[src/rtl/pipe_skid_reg.sv]
// Pipeline stage register with optional two-entry skid buffer, flush and a
// downstream bubble counter. SKID=1 gives a registered up_ready; SKID=0 a single register.
module pipe_skid_reg #(
  parameter int              DW      = 32,
  parameter logic [DW-1:0]   NOP_VAL = '0,
  parameter bit              SKID    = 1'b1,
  parameter int              CNT_W   = 16
) (
  input  logic             clk,
  input  logic             rst,
  input  logic             flush,
  input  logic             up_valid,
  output logic             up_ready,
  input  logic [DW-1:0]    up_data,
  output logic             dn_valid,
  input  logic             dn_ready,
  output logic [DW-1:0]    dn_data,
  output logic [1:0]       occ,
  input  logic             bubble_clr,
  output logic [CNT_W-1:0] bubble_cnt
);

  // State encoding equals the number of held entries, so occ is the state itself.
  typedef enum logic [1:0] {
    S_EMPTY = 2'd0,
    S_ONE   = 2'd1,
    S_FULL  = 2'd2
  } state_t;

  localparam logic [CNT_W-1:0] CNT_MAX = '1;

  state_t        state, state_nxt;
  logic [DW-1:0] main_q, skid_q;
  logic          accept, consume;
  logic          main_ld, main_from_skid, skid_ld;

  assign dn_valid = (state != S_EMPTY);
  assign dn_data  = dn_valid ? main_q : NOP_VAL;
  assign occ      = state;

  generate
    if (SKID) begin : g_skid_ready
      // Registered ready: depends only on held state and flush, never on dn_ready.
      assign up_ready = (state != S_FULL) & ~flush;
    end else begin : g_reg_ready
      assign up_ready = (~dn_valid | dn_ready) & ~flush;
    end
  endgenerate

  assign accept  = up_valid & up_ready;
  assign consume = dn_valid & dn_ready;

  // NOTE: every output of this block gets a default first so no path leaves it unassigned (no latches).
  always_comb begin
    state_nxt      = state;
    main_ld        = 1'b0;
    main_from_skid = 1'b0;
    skid_ld        = 1'b0;
    case (state)
      S_EMPTY: begin
        if (accept) begin
          state_nxt = S_ONE;
          main_ld   = 1'b1;
        end
      end
      S_ONE: begin
        // With SKID=0 accept implies consume, so the FULL branch is unreachable there.
        if (accept && consume) begin
          main_ld = 1'b1;
        end else if (accept) begin
          state_nxt = S_FULL;
          skid_ld   = 1'b1;
        end else if (consume) begin
          state_nxt = S_EMPTY;
        end
      end
      S_FULL: begin
        if (consume) begin
          state_nxt      = S_ONE;
          main_ld        = 1'b1;
          main_from_skid = 1'b1;
        end
      end
      default: state_nxt = S_EMPTY;
    endcase
    if (flush) begin
      state_nxt      = S_EMPTY;
      main_ld        = 1'b0;
      main_from_skid = 1'b0;
      skid_ld        = 1'b0;
    end
  end

  // NOTE: sequential state uses non-blocking assignments so all registers see pre-edge values.
  always_ff @(posedge clk) begin
    if (rst) state <= S_EMPTY;
    else     state <= state_nxt;
  end

  // NOTE: payload registers are reset too, so a post-reset dn_data never exposes stale data.
  always_ff @(posedge clk) begin
    if (rst) begin
      main_q <= NOP_VAL;
      skid_q <= NOP_VAL;
    end else begin
      if (main_ld) main_q <= main_from_skid ? skid_q : up_data;
      if (skid_ld) skid_q <= up_data;
    end
  end

  // Counts cycles with no head entry; saturates, clear wins over increment.
  always_ff @(posedge clk) begin
    if (rst || bubble_clr) begin
      bubble_cnt <= '0;
    end else if (!dn_valid && (bubble_cnt != CNT_MAX)) begin
      bubble_cnt <= bubble_cnt + 1'b1;
    end
  end

endmodule

[config.mk]
export PLATFORM = sky130hd
export DESIGN_NAME = pipe_skid_reg
export DESIGN_NICKNAME = d
export VERILOG_FILES = /design/src/rtl/pipe_skid_reg.sv
export SDC_FILE = /design/constraint.sdc
export NUM_CORES = 1
export LEC_CHECK = 0
export CORE_MARGIN = 2
export CORE_UTILIZATION = 53
export DETAILED_ROUTE_END_ITERATION = 10
export PLACE_DENSITY_LB_ADDON = 0.25
export SLEW_MARGIN = 20
export SYNTH_ARGS = -nofsm -noshare
export SYNTH_HDL_FRONTEND = slang
export SYNTH_SLANG_ARGS = --single-unit
[constraint.sdc]
create_clock -name clk -period 3.06 [get_ports clk]
set_input_delay 0.306 -clock clk [delete_from_list [all_inputs] [get_ports clk]]
set_output_delay 0.306 -clock clk [all_outputs]
set_load 0.03 [all_outputs]
After elaboration in Yosys (flattened, before gate mapping) --
Index checks and enable logic that the tools add are counted.
Operators by class: multiplexer cells 18, bitwise logic cells 4, $add $sub $neg 1, eq/ne operators 8, reduce and logical (&&, ||, !) cells 8
Operators with widths (number):
- 2-to-1 mux 32 bit | 2
- adder 16 x 1 -> 16 bit, second input constant | 1
- inequality test 16 bit, second input constant | 1
- 2-to-1 mux 2 bit | 5
- 2-to-1 mux 1 bit | 9
- inequality test 2 bit, second input constant | 4
- case mux 2 bit (3 select lines) | 1
- AND reduction 4 bit | 1
- bitwise AND 1 bit | 3
- inequality test 3 bit, second input constant | 1
- case mux 1 bit (3 select lines) | 1
- == test 2 x 1 -> 1 bit, second input constant | 1
- == test 2 bit, second input constant | 1
- logical AND 1 bit | 2
- zero test 2 bit | 1
- nonzero test 2 bit | 1
- OR reduction 2 bit | 1
- zero test 1 bit | 1
- logical OR 1 bit | 1
- NOT 1 bit | 1
Word-level totals: register bits after elaboration 82

Depth between registers and ports, before layout --
Gate-level depths: netlist of run 1.
word-level depth 7, gate-level depth with buffers 6, gate-level depth less buffers 6

Least setup slack after synthesis of run 1 --
OpenSTA, ideal clock, no wires.
path type flip-flop to output port, from reg state[1] (netlist: occ[1]), to out dn_data[22], setup slack 1.127 ns, cell stages (with the launch flop) 5, buffers on the path 1, required time 2.754 ns, arrival time 1.627 ns, path through dfxtp_1 > nor2_2 > inv_2 > clkbuf_1 > and2_1
Between the ends: cells in the longest elaborated chain, start to end 2
Ends and longest elaborated chain:
- from (decl) | RTL line 32 | state_t state, state_nxt;
- from (signal assigned) | RTL line 97 | else state <= state_nxt;
- nonzero test 2 bit | RTL line 37 | assign dn_valid = (state != S_EMPTY);
- named net dn_valid | RTL line 15 | output logic dn_valid,
- 2-to-1 mux 32 bit | RTL line 38 | assign dn_data = dn_valid ? main_q : NOP_VAL;
- to (decl) | RTL line 17 | output logic [DW-1:0] dn_data,
The timed path passes the listed nets, and every way through them passes these cells.

Worst setup path after layout of run 1 --
from reg state[1] (netlist: occ[1]), to out dn_data[31]
Between the ends: cells in the longest elaborated chain, start to end 2
Ends and longest elaborated chain (RTL line):
- nonzero test 2 bit | 37
- 2-to-1 mux 32 bit | 38
Every way passes these cells.

==> results of run 1 <==
[Yosys cell counts, drive strengths merged]
cell	number
or3	3
dfxtp	82
nand3b	1
nor2b	2
a31oi	2
and3b	1
nand2b	2
nor2	48
o211a	1
ha	1
xor2	1
o22a	1
nand4	3
mux2i	32
a21oi	43
and2	33
inv	1
clkbuf	21
nor4	2
nor3	7
xnor2	8
buf	9
or2	1
nor4b	1
and4	1
o21ai	3
nand3	7
a211o	1
and3	4
nand2	72
a311oi	1
a211oi	33
[layer usage]
layer / part of all wire, % / up-vias
met5: 0 / -
met4: 1.1 / 0
met3: 4.5 / 6
met2: 50 / 70
met1: 45 / 1513
li1: - / 1614
[cell type report]
| class | count | area share, % |
|---|---|---|
| Multi-Input combinational cell | 315 | 39.2 |
| Inverter | 1 | 0.0796 |
| Tap cell | 80 | 2.12 |
| Clock inverter | 1 | 0.159 |
| Timing Repair Buffer | 94 | 19.9 |
| Sequential cell | 82 | 34.8 |
| Clock buffer | 15 | 3.74 |
[power groups by stage]
stage	sequential [mW]	combinational (mW)	clock, mW
floorplan	1.14	0.124	0
global placement	1.14	0.223	0
detailed placement	1.15	0.230	0
CTS	1.12	0.231	0.752
global route	1.13	0.249	0.783
finish	1.12	0.229	0.728
[worst max path at each step]
stage                     cells after the start          end  slack (ns)
after floorplan                               4  dn_data[22]        1.13
after global placement                        5   skid_q[11]        0.76
after detailed placement                      5   skid_q[14]        0.70
after CTS                                     4   dn_data[8]        0.47
after global routing                          4  dn_data[28]        0.34
final                                         4  dn_data[31]        0.48
[metrics by stage]
stage	instances	setup slack, ns	total power [mW]	area (sq um)
global route	588	0.339	2.16	4710
CTS	588	0.471	2.10	4710
finish	588	0.483	2.08	4710
detailed placement	572	0.703	1.38	4530
floorplan	428	1.13	1.27	3630
global placement	572	0.763	1.37	4530
[registers in the layout, indices dropped and copies added, names as in the netlist]
signal,cells
skid_q,32
occ,2
main_q,32
bubble_cnt,16
[tightest hold or removal path, cell delays in order (launching register included)]
cell and delay, ns:
sky130_fd_sc_hd__dfxtp_1 0.31, sky130_fd_sc_hd__nand2_1 0.05, sky130_fd_sc_hd__a21oi_1 0.05
[kinds of logic after synthesis]
family	count (synthesis)	share of synthesized area (%)
xor+xnor	9	2.17
mux	32	8.81
buf+inv	31	4.20
flops	82	45.2
simple gates	188	24.4
fa+ha+maj	1	0.344
compound gates	85	14.9
==> impl_metrics.env, run 1 <==
export IMPL_status="complete, no violations"
export IMPL_synth_seq_cells=82
export IMPL_critical_path_n_buffers_inverters=2
export IMPL_layout_nets=542
export IMPL_post_drt_via_cell_ratio=5.45
export IMPL_globalRouteMet2Util_pct=37.4
export IMPL_timing_fmax_mhz=388
export IMPL_worstHoldEndpoint="skid_q[20]"
export IMPL_numCtsBuffers=9
export IMPL_worst_setup_path_startpoint="occ[1]"
export IMPL_timing_rr_end="main_q[24]"
export IMPL_first_iter_violations=136
export IMPL_class_of_the_worst_hold_path="reg2reg"
export IMPL_max_cap_viol_count=0
export IMPL_cp_slowest_stage_delay_ns=0.67
export IMPL_grt_met3_usage_pct=5.52
export IMPL_startpoint_of_the_most_critical_register_to_register_path="occ[1]"
export IMPL_net_switching_power_uw=507
export IMPL_postSynthAreaPerCell_sq_um=8.49
export IMPL_core_sq_um=6720
export IMPL_fin_skew_ns=0.00784
export IMPL_via_count=3203
export IMPL_post_synth_inst_count=428
export IMPL_clock_sinks=82
export IMPL_tritoncts_clock_tree="done"
export IMPL_worst_pin_slew_ns=0.700
export IMPL_grt_remaining_overflow=0
export IMPL_end_kind="primary output"
export IMPL_initial_antenna_violation_count=0
export IMPL_drive_gt1_share_pct=5.91
export IMPL_report_final_hold_viol_count=0
export IMPL_ys_seq_area_share_pct=45.2
export IMPL_timing_hold_ws_ns=0.456
export IMPL_via_count_of_the_first_global_routing_pass=2969
export IMPL_layout_common_cells="sky130_fd_sc_hd__clkdlybuf4s50_1, sky130_fd_sc_hd__dfxtp_1, sky130_fd_sc_hd__nand2_1, sky130_fd_sc_hd__nor2_1, sky130_fd_sc_hd__a21oi_1"
export IMPL_internal_power_mw=1.57
export IMPL_top_level_ports=90
export IMPL_net_count_after_synthesis=467
export IMPL_min_delay_src="skid_q[20]"
export IMPL_hold_bufs_inserted_after_cts=0
export IMPL_largest_fanout_of_any_net_on_the_critical_path=35
export IMPL_synth_distinct_cells=41
export IMPL_cts_clk_slew_worst_paths_ns=0.07
export IMPL_layout_area_seq_sq_um=1640
export IMPL_wire_length_per_cell_after_detailed_routing_um=13.9
export IMPL_drt_pre_antenna_iters=4
export IMPL_horizontal_die_dimension_um=86.8
export IMPL_p_comb_share_pct=11.0
export IMPL_timing_worst_setup_path_type="reg2out"
export IMPL_gr_usage_all_layers_pct=21.7
export IMPL_cts_resized=0
export IMPL_finalSetupTns_ns=0
export IMPL_power_share_sequential_pct=53.9
export IMPL_setup_slack_reg_to_reg_ns=1.06
export IMPL_relSlewSlack_pct=53.3
export IMPL_remaining_drc_errors=0
export IMPL_num_fill_cells=539
export IMPL_rsz0062_at_grt="false"
export IMPL_worst_endpoint_arrival_ns=2.27
export IMPL_clock_insertion_delay_worst_skew_ns=0.34
export IMPL_synthesis_area_sq_um=3630
export IMPL_start_util_pct=54.1
export IMPL_worstSetupStartpointType="register"
export IMPL_irDropWorstVdd_mv=0.311
export IMPL_post_synth_main_area_contributors="sky130_fd_sc_hd__dfxtp_1, sky130_fd_sc_hd__mux2i_1, sky130_fd_sc_hd__nand2_1"
export IMPL_final_min_period_over_clock_period_pct=84.2
export IMPL_power_density_nw_per_um2=441
export IMPL_reg2reg_path_depth=5
export IMPL_grt_first_pass_wirelength_um=13100
export IMPL_floorplan_die_height_um=86.8
export IMPL_clock_power_share_pct=35.0
export IMPL_dp_hpwl_um=5300
export IMPL_area_growth_pct=29.7
export IMPL_drv_slew=0
export IMPL_layout_commonest_cell="sky130_fd_sc_hd__clkdlybuf4s50_1"
export IMPL_grt_busiest_layer="met2"
export IMPL_final_core_utilization_pct=70.1
export IMPL_grtUsageMet1_pct=26.4
export IMPL_area_taken_by_multi_input_logic_gates_sq_um=1850
export IMPL_yosysTopAreaCellShare_pct=45.2
export IMPL_swShare_pct=24.4
export IMPL_clockRootBuffer="sky130_fd_sc_hd__clkbuf_8"
export IMPL_grt_max_degree=68
export IMPL_min_path_cells=2
export IMPL_drt_total_wl_um=8160
export IMPL_critical_path_slowest_cell="sky130_fd_sc_hd__clkdlybuf4s50_1"
export IMPL_postRouteAntennaNets=0
export IMPL_die_area_sq_um=7540
export IMPL_finalSetupViolations=0
export IMPL_synthesis_yosys_warnings=0
export IMPL_htreeDepth=3
export IMPL_gpl_final_weighted_congestion=0.769
export IMPL_rows=30
export IMPL_num_antenna_cells=0
export IMPL_ctsLongestPathBuffers=2
export IMPL_crit_chain="nor2_2, inv_2, and2_1, clkdlybuf4s50_1"
export IMPL_power_leakage_nw=1.56
export IMPL_cts_setup_buffers=0
export IMPL_numPortBuffers=89
export IMPL_synth_area_leader_cell="sky130_fd_sc_hd__dfxtp_1"
export IMPL_cp_data_required_time_ns=2.75
export IMPL_crit_family="buffers and inverters"
export IMPL_timing_final_crit_period_ns=2.58
No activity file was read; power rests on OpenSTA's default activity.
==> inputs of run 2 (changes only) <==
CORE_UTILIZATION = 44   (was 53)
clock period = 2.3 ns   (was 3.06 ns; I/O delays follow)
==> run 2 against run 1 <==
Net effect: die area is 19% higher; count of clock-buffer cells in the layout decreased by 3; non-clock buffer count is 1 higher; cell count increased by 4.4%; sequential share of layout area decreased by 0.80 points; flip-flop and latch count stayed put; clock power is 41% higher; combinational power is 34% higher; final area up 2.4%; routed wire length rose by 0.74%; first-iteration DRC count down 6.6%; largest cell class unchanged; highest routed layer unchanged.
==> impl_metrics.env, run 2 (synthesis gave the netlist of run 1 again) <==
export IMPL_worstSetupStartpointType="register"
export IMPL_ctsLongestPathBuffers=2
export IMPL_finalSetupTns_ns=0
export IMPL_critical_path_slowest_cell="sky130_fd_sc_hd__clkdlybuf4s50_1"
export IMPL_horizontal_die_dimension_um=94.9
export IMPL_drt_total_wl_um=8220
export IMPL_timing_worst_setup_path_type="reg2out"
export IMPL_drt_pre_antenna_iters=4
export IMPL_grt_first_pass_wirelength_um=13100
export IMPL_power_leakage_nw=1.78
export IMPL_core_sq_um=8090
export IMPL_cp_slowest_stage_delay_ns=0.67
export IMPL_end_kind="primary output"
export IMPL_floorplan_die_height_um=94.9
export IMPL_postRouteAntennaNets=0
export IMPL_class_of_the_worst_hold_path="in2reg"
export IMPL_layout_commonest_cell="sky130_fd_sc_hd__dfxtp_1"
export IMPL_grt_remaining_overflow=0
export IMPL_critical_path_n_buffers_inverters=2
export IMPL_area_growth_pct=32.8
export IMPL_relSlewSlack_pct=65.6
export IMPL_post_drt_via_cell_ratio=5.15
export IMPL_gr_usage_all_layers_pct=18.2
export IMPL_rsz0062_at_grt="false"
export IMPL_htreeDepth=3
export IMPL_numCtsBuffers=9
export IMPL_cts_setup_buffers=0
export IMPL_fin_skew_ns=0.0161
export IMPL_via_count=3162
export IMPL_worst_pin_slew_ns=0.516
export IMPL_crit_chain="nor2_4, inv_6, and2_1, clkdlybuf4s50_1"
export IMPL_final_core_utilization_pct=59.6
export IMPL_irDropWorstVdd_mv=0.296
export IMPL_crit_family="buffers and inverters"
export IMPL_place_worst_setup_slack_ns=0.161
export IMPL_wire_length_per_cell_after_detailed_routing_um=13.4
export IMPL_largest_fanout_of_any_net_on_the_critical_path=35
export IMPL_power_density_nw_per_um2=587
export IMPL_timing_final_crit_period_ns=2.21
export IMPL_largest_registers="main_q: 32 flops, skid_q: 32 flops, bubble_cnt: 16 flops"
export IMPL_via_count_of_the_first_global_routing_pass=2835
export IMPL_tritoncts_clock_tree="done"
export IMPL_die_area_sq_um=9000
export IMPL_clock_sinks=82
export IMPL_status="complete, no violations"
export IMPL_timing_hold_ws_ns=0.403
export IMPL_total_power_mw=2.83
export IMPL_first_iter_violations=127
export IMPL_start_util_pct=44.9
export IMPL_remaining_drc_errors=0
export IMPL_initial_antenna_violation_count=0
export IMPL_gpl_final_weighted_congestion=0.813
export IMPL_drv_slew=0
export IMPL_worst_endpoint_arrival_ns=1.98
export IMPL_finalSetupViolations=0
export IMPL_cts_resized=2
export IMPL_cts_clk_slew_worst_paths_ns=0.08
export IMPL_hold_bufs_inserted_after_cts=0
export IMPL_layout_nets=543
export IMPL_finalWorstSetupSlack_ns=0.0948
export IMPL_drive_gt1_share_pct=6.29
export IMPL_layout_common_cells="sky130_fd_sc_hd__dfxtp_1, sky130_fd_sc_hd__clkdlybuf4s50_1, sky130_fd_sc_hd__nand2_1, sky130_fd_sc_hd__nor2_1, sky130_fd_sc_hd__a21oi_1"
export IMPL_dp_hpwl_um=5340
export IMPL_numPortBuffers=89
export IMPL_grt_max_degree=61
export IMPL_final_min_period_over_clock_period_pct=95.9
export IMPL_max_cap_viol_count=0
export IMPL_rows=33
export IMPL_num_antenna_cells=0
export IMPL_top_level_ports=90
export IMPL_report_final_hold_viol_count=0
export IMPL_clock_insertion_delay_worst_skew_ns=0.34
export IMPL_cp_data_required_time_ns=2.07
export IMPL_clockRootBuffer="sky130_fd_sc_hd__clkbuf_8"
export IMPL_timing_fmax_mhz=453
-- run 2: per-stage QoR --
stage          instances  area, sq um
3_5_place_dp         598         4590
6_report             614         4830
5_1_grt              614         4830
3_3_place_gp         598         4590
4_1_cts              614         4790
2_1_floorplan        428         3630
-- run 2: path summary, 6_finish.rpt --
path | startpoint | end | slack, ns | depth (start not counted)
setup / recovery | occ[0] | dn_data[21] | 0.09 | 4
hold / removal | rst | skid_q[23] | 0.40 | 3
setup reg to reg | bubble_cnt[0] | bubble_cnt[5] | 0.36 | 6
hold reg to reg | skid_q[27] | skid_q[27] | 0.46 | 2
-- run 2: area by class of cell --
type	count	area, sq um
clock inverter	4	51.3
clock buffer	12	145
fill	763	3270
timing repair buffer	95	996
inverter	1	8.76
multi-input combinational	315	1850
sequential	82	1640
tap	105	131
-- run 2: routing by layer --
metal  track usage, %  part of all wire (%)  up-vias
li1                 -                     -     1621
met1             22.9                    45     1462
met2             31.3                    49       71
met3             3.51                   4.9        8
met4             5.80                  0.96        0
met5                0                     0        -
-- run 2: where the power goes --
| group | switching [mW] | total (mW) | internal (mW) |
|---|---|---|---|
| sequential | 0.0260 | 1.49 | 1.47 |
| combinational | 0.163 | 0.308 | 0.144 |
| clock | 0.499 | 1.03 | 0.533 |
-- run 2: tightest hold or removal path: stages --
cell	delay [ns]
sky130_fd_sc_hd__buf_2	0.09
sky130_fd_sc_hd__buf_4	0.30
sky130_fd_sc_hd__a21oi_1	0.07
==> inputs of run 3 (changes only) <==
CAP_MARGIN = 10   (was unset)
CORE_MARGIN = 1.5   (was 2)
==> run 3 against run 2 <==
Net effect: largest power group unchanged; worst setup slack better by 0.079 ns; first-iteration DRC count decreased by 25%; clock skew down 0.0055 ns; die area fell by 2.1%; sequential power hardly changed; routed wire length is 1.1% lower; flip-flop and latch count unchanged; via count shrank 0.22%; non-clock buffer count did not move; global-route usage is 1.1 points higher; critical path depth did not move.
==> impl_metrics.env, run 3 (synthesis gave the netlist of run 1 again) <==
export IMPL_status="complete, no violations"
export IMPL_worst_pin_slew_ns=0.577
export IMPL_finalSetupViolations=0
export IMPL_rsz0062_at_grt="false"
export IMPL_htreeDepth=3
export IMPL_power_density_nw_per_um2=580
export IMPL_min_path_cells=2
export IMPL_start_util_pct=46.3
export IMPL_first_iter_violations=95
export IMPL_power_leakage_nw=1.62
export IMPL_area_growth_pct=32.0
export IMPL_num_antenna_cells=0
export IMPL_end_kind="primary output"
export IMPL_largest_registers="main_q: 32 flops, skid_q: 32 flops, bubble_cnt: 16 flops"
export IMPL_drv_slew=0
export IMPL_postRouteAntennaNets=0
export IMPL_clock_insertion_delay_worst_skew_ns=0.34
export IMPL_post_dp_cell_area_sq_um=4590
export IMPL_class_of_the_worst_hold_path="in2reg"
export IMPL_remaining_drc_errors=0
export IMPL_gr_usage_all_layers_pct=19.2
export IMPL_numCtsBuffers=9
export IMPL_clock_sinks=82
export IMPL_initial_antenna_violation_count=0
export IMPL_layout_nets=543
export IMPL_post_drt_via_cell_ratio=5.16
export IMPL_num_fill_cells=714
export IMPL_layout_common_cells="sky130_fd_sc_hd__clkdlybuf4s50_1, sky130_fd_sc_hd__dfxtp_1, sky130_fd_sc_hd__nand2_1, sky130_fd_sc_hd__nor2_1, sky130_fd_sc_hd__a21oi_1"
export IMPL_timing_worst_setup_path_type="reg2out"
export IMPL_gpl_final_weighted_congestion=0.830
export IMPL_cts_clk_slew_worst_paths_ns=0.08
export IMPL_worstSetupStartpointType="register"
export IMPL_drive_gt1_share_pct=6.68
export IMPL_dp_hpwl_um=5300
export IMPL_fin_skew_ns=0.0106
export IMPL_core_sq_um=7850
export IMPL_largest_fanout_of_any_net_on_the_critical_path=35
export IMPL_horizontal_die_dimension_um=93.9
export IMPL_report_final_hold_viol_count=0
export IMPL_drt_total_wl_um=8130
export IMPL_drt_pre_antenna_iters=4
export IMPL_grt_max_degree=56
export IMPL_via_count=3155
export IMPL_numPortBuffers=89
export IMPL_grt_first_pass_wirelength_um=13600
export IMPL_stdcell_area_sq_um=4800
export IMPL_rows=32
export IMPL_reg2reg_path_depth=6
export IMPL_floorplan_die_height_um=93.9
export IMPL_grt_remaining_overflow=0
export IMPL_finalSetupTns_ns=0
export IMPL_die_area_sq_um=8820
export IMPL_hold_bufs_inserted_after_cts=0
export IMPL_timing_final_crit_period_ns=2.13
export IMPL_wire_length_per_cell_after_detailed_routing_um=13.3
export IMPL_ctsLongestPathBuffers=2
export IMPL_cts_setup_buffers=0
export IMPL_via_count_of_the_first_global_routing_pass=2955
export IMPL_clockRootBuffer="sky130_fd_sc_hd__clkbuf_8"
export IMPL_layout_commonest_cell="sky130_fd_sc_hd__clkdlybuf4s50_1"
export IMPL_worst_endpoint_arrival_ns=1.90
export IMPL_final_min_period_over_clock_period_pct=92.5
export IMPL_top_level_ports=90
export IMPL_tritoncts_clock_tree="done"
export IMPL_relSlewSlack_pct=61.5
export IMPL_irDropWorstVdd_mv=0.408
export IMPL_max_cap_viol_count=0
export IMPL_timing_fmax_mhz=470
export IMPL_cp_data_required_time_ns=2.07
==> run 3: power breakdown <==
group          internal [mW]  total (mW)  switching (mW)  leakage, nW
clock network          0.482       0.980           0.499       0.0879
logic                  0.147       0.308           0.161        0.866
registers               1.47        1.49          0.0272        0.668
==> run 3: stage by stage <==
| stage | setup slack [ns] | util, % | std cells | total power [mW] | hold WS, ns |
|---|---|---|---|---|---|
| floorplan | 0.405 | - | 428 | 1.69 | 0.307 |
| global placement | 0.275 | 58.5 | 595 | 1.83 | 0.441 |
| detailed placement | 0.197 | 58.5 | 595 | 1.83 | 0.447 |
| CTS | 0.00453 | 61.0 | 611 | 2.81 | 0.221 |
| global route | 0.0577 | 61.2 | 611 | 2.92 | 0.255 |
| finish | 0.173 | 61.2 | 611 | 2.78 | 0.248 |
==> run 3: worst max-delay path: stages, from the launching register on <==
cell,delay [ns]
sky130_fd_sc_hd__dfxtp_2,0.42
sky130_fd_sc_hd__nor2_4,0.09
sky130_fd_sc_hd__inv_6,0.19
sky130_fd_sc_hd__and2_1,0.18
sky130_fd_sc_hd__clkdlybuf4s50_1,0.67
==> run 3: layout make-up <==
type	instances	area (sq um)	area share (%)
timing repair buffer	95	976	20.3
clock inverter	3	22.5	0.469
multi-input combinational	315	1850	38.6
tap	102	128	2.66
sequential	82	1640	34.3
inverter	1	8.76	0.182
clock buffer	13	169	3.52
==> run 3: final timing paths <==
| check | startpoint | slack (ns) | endpoint |
|---|---|---|---|
| max | occ[1] | 0.17 | dn_data[19] |
| min | rst | 0.25 | skid_q[8] |
| max reg2reg | bubble_cnt[0] | 0.35 | bubble_cnt[5] |
| min reg2reg | skid_q[15] | 0.46 | skid_q[15] |
==> run 3: what timing repair did <==
action | 4_1_cts | 5_1_grt
gates resized for setup | 2 | 6
endpoints found under the setup margin | 33 | 32
endpoints found under the hold margin | 0 | 0
==> run 3: layer usage <==
layer	GRT usage, %	vias up	part of all wire (%)
li1	-	1621	-
met4	4.73	0	0.12
met5	0	-	0
met2	32.7	62	49
met3	5.42	2	4.2
met1	24.0	1470	47
